`config.mk`:
```
export PLATFORM = sky130hd
export DESIGN_NAME = basilisk_sqrt_dispatcher
export DESIGN_NICKNAME = d
export VERILOG_FILES = /design/src/rtl/basilisk_sqrt_dispatcher_pkg.sv /design/src/rtl/basilisk_sqrt_dispatcher_flow_stage.sv /design/src/rtl/basilisk_sqrt_dispatcher.sv
export SDC_FILE = /design/constraint.sdc
export NUM_CORES = 1
export LEC_CHECK = 0
export CAP_MARGIN = 10
export CORE_AREA = 2 2 166 168
export DETAILED_ROUTE_END_ITERATION = 16
export DIE_AREA = 0 0 168 170
export HOLD_SLACK_MARGIN = 0.02
export PLACE_DENSITY_LB_ADDON = 0.1
export SLEW_MARGIN = 20
export SYNTH_ARGS = -nofsm -noshare
export SYNTH_HDL_FRONTEND = slang
export SYNTH_SLANG_ARGS = --single-unit
```
`constraint.sdc`:
```
create_clock -name clk -period 9.1 [get_ports clk]
set_clock_uncertainty 0.2 [all_clocks]
set_input_delay 0.91 -clock clk [delete_from_list [all_inputs] [get_ports clk]]
set_output_delay 0.91 -clock clk [all_outputs]
set_load 0.01 [all_outputs]
```
`src/rtl/basilisk_sqrt_dispatcher_pkg.sv`:
```
// Shared types and constants for the sqrt dispatcher slice.
package basilisk_sqrt_dispatcher_pkg;

  localparam int unsigned BASILISK_SQRT_UNITS = 2;
  localparam int unsigned UNIT_INDEX_W = (BASILISK_SQRT_UNITS > 1) ? $clog2(BASILISK_SQRT_UNITS) : 1;
  localparam int unsigned IN_FLIGHT_W = 8;

  typedef logic [UNIT_INDEX_W-1:0] basilisk_sqrt_unit_index_t;
  typedef logic [IN_FLIGHT_W-1:0]  basilisk_in_flight_t;

  // Sqrt work item passed between the exponent, operation and rounding stages.
  typedef struct packed {
    logic        sign;
    logic [10:0] exponent;
    logic [52:0] mantissa;
    logic [2:0]  flags;
  } fpu_sqrt_result_t;

endpackage

```
`src/rtl/basilisk_sqrt_dispatcher_flow_stage.sv`:
```
// Valid/ready flow stage: MODE 0 is a wire, MODE 1 a full-throughput register.
module basilisk_sqrt_dispatcher_flow_stage
  import basilisk_sqrt_dispatcher_pkg::*;
#(
  parameter int unsigned MODE = 1
) (
  input  logic             clk,
  input  logic             rst,
  input  logic             in_valid,
  output logic             in_ready,
  input  fpu_sqrt_result_t in_payload,
  output logic             out_valid,
  input  logic             out_ready,
  output fpu_sqrt_result_t out_payload
);

  if (MODE == 0) begin : g_pass
    assign out_valid   = in_valid;
    assign out_payload = in_payload;
    assign in_ready    = out_ready;
  end else begin : g_reg
    logic             valid_q;
    fpu_sqrt_result_t payload_q;

    // Register accepts whenever empty or being drained this cycle.
    assign in_ready    = !valid_q || out_ready;
    assign out_valid   = valid_q;
    assign out_payload = payload_q;

    // Hold state; reset empties the stage.
    always_ff @(posedge clk) begin
      if (rst) begin
        valid_q <= 1'b0;
      end else if (in_ready) begin
        valid_q <= in_valid;
      end
    end

    // Payload only loads on a real transfer.
    always_ff @(posedge clk) begin
      if (in_valid && in_ready) begin
        payload_q <= in_payload;
      end
    end
  end

endmodule

```
`src/rtl/basilisk_sqrt_dispatcher.sv`:
```
// Round-robin issue of sqrt commands to parallel units with in-order retire.
module basilisk_sqrt_dispatcher
  import basilisk_sqrt_dispatcher_pkg::*;
#(
  parameter int unsigned NUM_UNITS            = BASILISK_SQRT_UNITS,
  parameter int unsigned MAX_OUTSTANDING      = 2 * NUM_UNITS,
  parameter int unsigned OUTPUT_REGISTER_MODE = 1
) (
  input  logic                                   clk,
  input  logic                                   rst,
  input  logic                                   sqrt_exponent_command_valid,
  output logic                                   sqrt_exponent_command_ready,
  input  fpu_sqrt_result_t                       sqrt_exponent_command_payload,
  output logic                                   sqrt_operation_command_valid,
  input  logic                                   sqrt_operation_command_ready,
  output fpu_sqrt_result_t                       sqrt_operation_command_payload,
  output logic             [NUM_UNITS-1:0]       unit_command_valid,
  input  logic             [NUM_UNITS-1:0]       unit_command_ready,
  output fpu_sqrt_result_t [NUM_UNITS-1:0]       unit_command_payload,
  input  logic             [NUM_UNITS-1:0]       unit_result_valid,
  output logic             [NUM_UNITS-1:0]       unit_result_ready,
  input  fpu_sqrt_result_t [NUM_UNITS-1:0]       unit_result_payload,
  output logic                                   busy
);

  localparam int unsigned PTR_W = (NUM_UNITS > 1) ? $clog2(NUM_UNITS) : 1;
  localparam logic [PTR_W-1:0] LAST_PTR = PTR_W'(NUM_UNITS - 1);
  localparam basilisk_in_flight_t CAP = IN_FLIGHT_W'(MAX_OUTSTANDING);

  logic [PTR_W-1:0]    issue_ptr;
  logic [PTR_W-1:0]    retire_ptr;
  basilisk_in_flight_t in_flight;

  logic             below_cap;
  logic             active;
  logic             accept;
  logic             retire;
  logic             int_valid;
  logic             int_ready;
  fpu_sqrt_result_t int_payload;

  assign below_cap = in_flight < CAP;
  // Retire pointer only addresses an issued slot while something is in flight.
  assign active    = in_flight != '0;
  assign busy      = active;

  // Issue steering: broadcast payload, qualify only the lane at issue_ptr.
  always_comb begin
    unit_command_valid = '0;
    for (int i = 0; i < int'(NUM_UNITS); i++) begin
      unit_command_payload[i] = sqrt_exponent_command_payload;
    end
    unit_command_valid[issue_ptr] = sqrt_exponent_command_valid && below_cap;
    sqrt_exponent_command_ready   = unit_command_ready[issue_ptr] && below_cap;
  end

  // Retire steering: only the oldest outstanding unit may hand over its result.
  always_comb begin
    unit_result_ready             = '0;
    int_valid                     = unit_result_valid[retire_ptr] && active;
    int_payload                   = unit_result_payload[retire_ptr];
    unit_result_ready[retire_ptr] = int_ready && active;
  end

  assign accept = sqrt_exponent_command_valid && sqrt_exponent_command_ready;
  assign retire = int_valid && int_ready;

  // Pointers and occupancy counter.
  always_ff @(posedge clk) begin
    if (rst) begin
      issue_ptr  <= '0;
      retire_ptr <= '0;
      in_flight  <= '0;
    end else begin
      if (accept) begin
        issue_ptr <= (issue_ptr == LAST_PTR) ? '0 : issue_ptr + PTR_W'(1);
      end
      if (retire) begin
        retire_ptr <= (retire_ptr == LAST_PTR) ? '0 : retire_ptr + PTR_W'(1);
      end
      case ({accept, retire})
        2'b10:   in_flight <= in_flight + IN_FLIGHT_W'(1);
        2'b01:   in_flight <= in_flight - IN_FLIGHT_W'(1);
        default: in_flight <= in_flight;
      endcase
    end
  end

  basilisk_sqrt_dispatcher_flow_stage #(
    .MODE(OUTPUT_REGISTER_MODE)
  ) u_out_stage (
    .clk        (clk),
    .rst        (rst),
    .in_valid   (int_valid),
    .in_ready   (int_ready),
    .in_payload (int_payload),
    .out_valid  (sqrt_operation_command_valid),
    .out_ready  (sqrt_operation_command_ready),
    .out_payload(sqrt_operation_command_payload)
  );

endmodule

```
Word-level counts from Yosys, hierarchy flattened
Cells that the tools add are included.
Word-level totals
  bits in latches: 0
  bits in read-only memories: 0
  memories kept: 0
  output and inout port bits: 211
  bits in writable memories: 0
  word-level logic and storage cells: 46
  bits in registers: 79
  input bits: 212
Operators by class
  $mul: 0
  shift-type cells: 0
  bitwise operators: 2
  reduce and logical (&&, ||, !) cells: 12
  add/subtract/negate cells: 4
  magnitude comparators: 5
  mux-type cells: 13
  divide/modulo/power cells: 0
  eq/ne operators: 2
Operator list (number)
  $mux W68: 2
  $pmux W8 S2: 1
  $add A8 B1 Y8 const B: 1
  $logic_and A1 B1 Y1: 8
  $lt A8 B3 Y1 const B: 1
  $mux W1: 8
  $reduce_bool A8 Y1: 1
  $sub A8 B1 Y8 const B: 1
  $and A2 B2 Y2: 2
  $lt A1 B2 Y1 const B: 2
  $add A1 B1 Y1 const B: 2
  $demux W1 S1: 2
  $eq A2 B1 Y1 const B: 1
  $eq A2 B2 Y1 const B: 1
  $ge A1 B1 Y1 const B: 2
  $reduce_bool A2 Y1: 1
  $logic_not A1 Y1: 1
  $logic_or A1 B1 Y1: 1

Depth between registers and ports, before layout
  word-level depth: 6
  gate-level depth with buffers: 12

Hierarchy
Synthesis repeated with hierarchy kept, for this count alone.
Unflattened totals
  cells, all modules: 379
  area total of the unflattened synthesis: 4669.5 µm²
Modules (own cells, without submodules)
  basilisk_sqrt_dispatcher: area an instance 2572.5 µm², cells each 306, times used 1
  basilisk_sqrt_dispatcher_flow_stage: area an instance 2097.0 µm², cells each 73, times used 1

Least setup slack after synthesis
No wires, ideal clock.
  path kind: input port to flip-flop
  start: in sqrt_operation_command_ready
  end: reg in_flight[7]
  path buffers: 0
  setup time: 0.123 ns
  cell stages on the path: 10
  path slack: 2.524 ns
  required time: 8.777 ns
  arrival: 6.253 ns
  cell sequence: nand2b_1 > nand2_1 > nor2_1 > ha_1 > ha_1 > o21ai_0 > nor3_1 > or4_1 > nand3_1 > mux2_1
Between the ends
  longest elaborated chain between the ends: 4
RTL lines
  start, declared: RTL line basilisk_sqrt_dispatcher.sv:15  | input logic sqrt_operation_command_ready,
  $logic_or A1 B1 Y1 *: RTL line basilisk_sqrt_dispatcher_flow_stage.sv:26  | assign in_ready = !valid_q || out_ready;
  $logic_and A1 B1 Y1 *: RTL line basilisk_sqrt_dispatcher.sv:66  | assign retire = int_valid && int_ready;
  net retire: RTL line basilisk_sqrt_dispatcher.sv:37  | logic retire;
  $eq A2 B1 Y1 / $eq A2 B2 Y1 (equally long branches): RTL line basilisk_sqrt_dispatcher.sv:81  | case ({accept, retire})
  $pmux W8 S2 / $reduce_bool A2 Y1 (equally long branches)
  end signal, assigned: RTL line basilisk_sqrt_dispatcher.sv:82  | 2'b10: in_flight <= in_flight + IN_FLIGHT_W'(1);
  end signal, assigned: RTL line basilisk_sqrt_dispatcher.sv:83  | 2'b01: in_flight <= in_flight - IN_FLIGHT_W'(1);
  end signal, assigned: RTL line basilisk_sqrt_dispatcher.sv:84  | default: in_flight <= in_flight;
  end, declared: RTL line basilisk_sqrt_dispatcher.sv:32  | basilisk_in_flight_t in_flight;
Mark *: on every way through the listed nets, which the timed path passes. The rest lies on a longest branch.
A chain may end at the register's enable or synchronous reset.

Worst setup path in the final report
  start: in sqrt_exponent_command_valid
  end: reg in_flight[7]
Between the ends
  longest elaborated chain between the ends: 3
RTL lines
  start, declared: RTL line basilisk_sqrt_dispatcher.sv:11  | input logic sqrt_exponent_command_valid,
  $logic_and A1 B1 Y1 *: RTL line basilisk_sqrt_dispatcher.sv:65  | assign accept = sqrt_exponent_command_valid && sqrt_exponent_command_ready;
  $eq A2 B1 Y1 / $eq A2 B2 Y1 (equally long branches): RTL line basilisk_sqrt_dispatcher.sv:81
  $pmux W8 S2 / $reduce_bool A2 Y1 (equally long branches)
Every way passes the cells marked *; elsewhere a longest branch is shown, timed or not.

==> impl_metrics.yaml <==
outcome:
  status: "completed"
clocking:
  ctsHoldBuffers: 0
  tritoncts: "yes"
  clockRootBuffer: "clkbuf_16"
  clkSinkCount: 79
  numCtsBuffers: 9
  htreeDepth: 3
  clk_pin_slew_ns: 0.06
  cts_repair_resize_count: 0
  clockBufferDepth: 2
  cts_setup_buffers: 0
  insertion_delay_ns: 0.34
logic_synthesis:
  ys_top_cells_by_area: "edfxtp_1 (44%), buf_4 (22%), mux2_2 (17%), dfxtp_1 (4.7%), ha_1 (1.9%)"
  yosys.area.top_type: "edfxtp_1"
  synth_compound_area_frac: 0.0363
  postSynthAreaPerCell_sq_um: 12.2
  yosys.area_share.simple: 0.0524
  syn_nets: 603
  netlist_instances: 383
  async_flop_share: 0
  synth_edf_count: 68
  syn_area_sq_mm: 0.00468
  yosys.area_share.adder: 0.0230
  synth.most_common_cell: "buf_4"
  synth_top_family_by_area: "buffers and inverters"
  ys_warn_count: 0
  synth_xor_area_frac: 0.00374
  ys_seq_area_frac: 0.483
  netlist.area_leader.share: 0.436
  synthMuxAreaShare: 0.170
  synthFlopType: "edfxtp_1"
  yosysUniqueCellTypes: 38
  synthTopCellsByCount: "buf_4 (136), mux2_2 (69), edfxtp_1 (68)"
  ys_ff_latch: 79
layout:
  final_nets: 687
  design_area_sq_mm: 0.00655
  diodes: 0
  syn_to_final_growth_pct: 39.8
  fill_cells: 2761
  drive_above_1_share: 0.186
grt:
  gr-total-overflow: 0
  grt_max_degree: 73
  grt_use_total: 0.105
  grt_pass1_wl_microns: 21600
  antenna_found_initial: 0
  grt_pass1_vias: 3172
power:
  p_leak_uw: 0.00223
  ir_worst_vdd_mv: 0.142
  p_per_area_mw_per_mm2: 299
run:
  cap_violations: 0
drt:
  wire_per_inst_microns: 19.4
  wl_microns: 15800
  routed-via-count: 3048
  drt_pre_antenna_iters: 4
  drtIter0Drc: 124
  drc: 0
  ant_nets: 0
  viasPerCell: 3.75
floorplanning:
  io_pins: 423
  fp.dieArea_sq_mm: 0.0286
  start_util: 0.176
  fp-row-count: 60
  die_width_microns: 168
  coreArea_sq_mm: 0.0267
  dieHeight_microns: 170
sta:
  layout_min_cycle_time_ns: 3.82
  relSlewSlack: 0.325
  finalSetupTns_ns: 0
  fmax_ghz: 0.262
  max_slew.worst_pin.slew_ns: 1.01
  setup_viol: 0
  finalCritPeriodShare: 0.420
  final-hold-violation-count: 0
  slew_viol_final: 0
  rsz0062_at_grt: "false"
critical_path:
  critPathCaptureType: "register"
  r2r_start: "in_flight[7]"
  crit_family: "simple AND/OR/NAND/NOR gates"
  r2r-end: "in_flight[7]"
  crit_fanout: 9
  ff2ff_setup_slack_ns: 5.73
  cpMostUsedCell: "ha_1"
  arrival_ns: 3.85
  path_class: "input pin to register"
  startpoint_type: "input pin"
  reg2reg_depth: 11
  cp_slowest_stage_delay_ns: 0.53
  crit_buf_inv: 1
  cpMaxStageDelayCell: "clkdlybuf4s50_1"
  cp_data_required_time_ns: 9.12
  path_cells: "clkdlybuf4s50_1 -> and4_1 -> nand2_1 -> ha_1 -> ha_1 -> o21ai_0 -> nor3_1 -> or4_1 -> nand3_1 -> mux2_1"
placed_design:
  dp_hpwl_microns: 12400
  port_buffers: 218
  post_dp_cell_area_sq_mm: 0.00625
  gp_congestion: 0.706
min_path:
  min_path_cells: 2
  hold_end: "in_flight[2]"
  min_from: "in_flight[2]"
  hold_path.class: "register to register"
-- through the flow --
step / hold slack (ns) / power (uW) / cells / util / worst slack [ns]
floorplan: 0.258 / 1210 / 383 / - / 2.52
global placement: 0.294 / 1620 / 797 / 0.235 / 4.94
detailed placement: 0.289 / 1620 / 797 / 0.235 / 4.92
CTS: 0.301 / 2010 / 813 / 0.246 / 5.29
global route: 0.318 / 2090 / 813 / 0.246 / 5.10
finish: 0.293 / 1960 / 813 / 0.246 / 5.28
-- cells in the final DEF, fill, tap and decap left out, types with 4 or more instances in the layout --
| master | n |
|---|---|
| clkdlybuf4s50_1 | 218 |
| mux2_2 | 69 |
| edfxtp_1 | 68 |
| nor2_1 | 12 |
| dfxtp_1 | 10 |
| clkbuf_16 | 9 |
| nand2_1 | 8 |
| a21oi_1 | 8 |
| ha_1 | 7 |
| inv_1 | 5 |
| nand3_1 | 4 |
| nor3_1 | 4 |
-- tightest hold or removal path, stage by stage, from the launching register on --
cell and delay [ns]:
dfxtp_1 0.33, nand2_1 0.07, a21oi_1 0.05
-- kinds of logic (layout without fill, tap and decap cells) --
| family | count (synthesis) | after routing |
|---|---|---|
| fa+ha+maj | 8 | 8 |
| buf+inv | 152 | 241 |
| flops | 79 | 79 |
| mux | 71 | 71 |
| simple gates | 47 | 47 |
| compound gates | 24 | 24 |
| xor+xnor | 2 | 2 |
-- area by class of cell --
cell class / instances / area [sq um] / share of cell area
inverter: 5 / 18.8 / 0.00287
tap: 341 / 427 / 0.0652
clock buffer: 9 / 225 / 0.0344
clock inverter: 7 / 70.1 / 0.0107
multi-input combinational: 152 / 1350 / 0.206
sequential: 79 / 2260 / 0.346
timing repair buffer: 220 / 2200 / 0.336
-- state kept, by name, indices dropped and copies added (netlist names) --
name,cells
u_out_stage.out_payload,68
in_flight,8
issue_ptr,1
retire_ptr,1
u_out_stage.out_valid,1
-- worst max-delay path by stage --
stage                                            start            to  slack, ns  depth (start not counted)
after global placement     sqrt_exponent_command_valid  in_flight[7]       4.94                         10
after detailed placement   sqrt_exponent_command_valid  in_flight[7]       4.92                         10
after global routing      sqrt_operation_command_ready  in_flight[7]       5.10                         11
after CTS                  sqrt_exponent_command_valid  in_flight[7]       5.29                         10
final                      sqrt_exponent_command_valid  in_flight[7]       5.28                         10
after floorplan           sqrt_operation_command_ready  in_flight[7]       2.52                         10
-- where the power goes --
group	switching (uW)	leakage, uW	internal, uW
Combinational	471	0.00136	464
Sequential	44.2	0.000726	608
Clock	156	0.000138	213
-- layer usage --
metal,part of all wire,track usage,wire (microns),vias up
li1,-,-,-,1390
met4,0.024,0.0431,385,0
met5,0,0,0,-
met3,0.12,0.0581,1960,41
met2,0.53,0.194,8300,219
met1,0.32,0.0950,5120,1398
(Power assumes the default switching activity.)
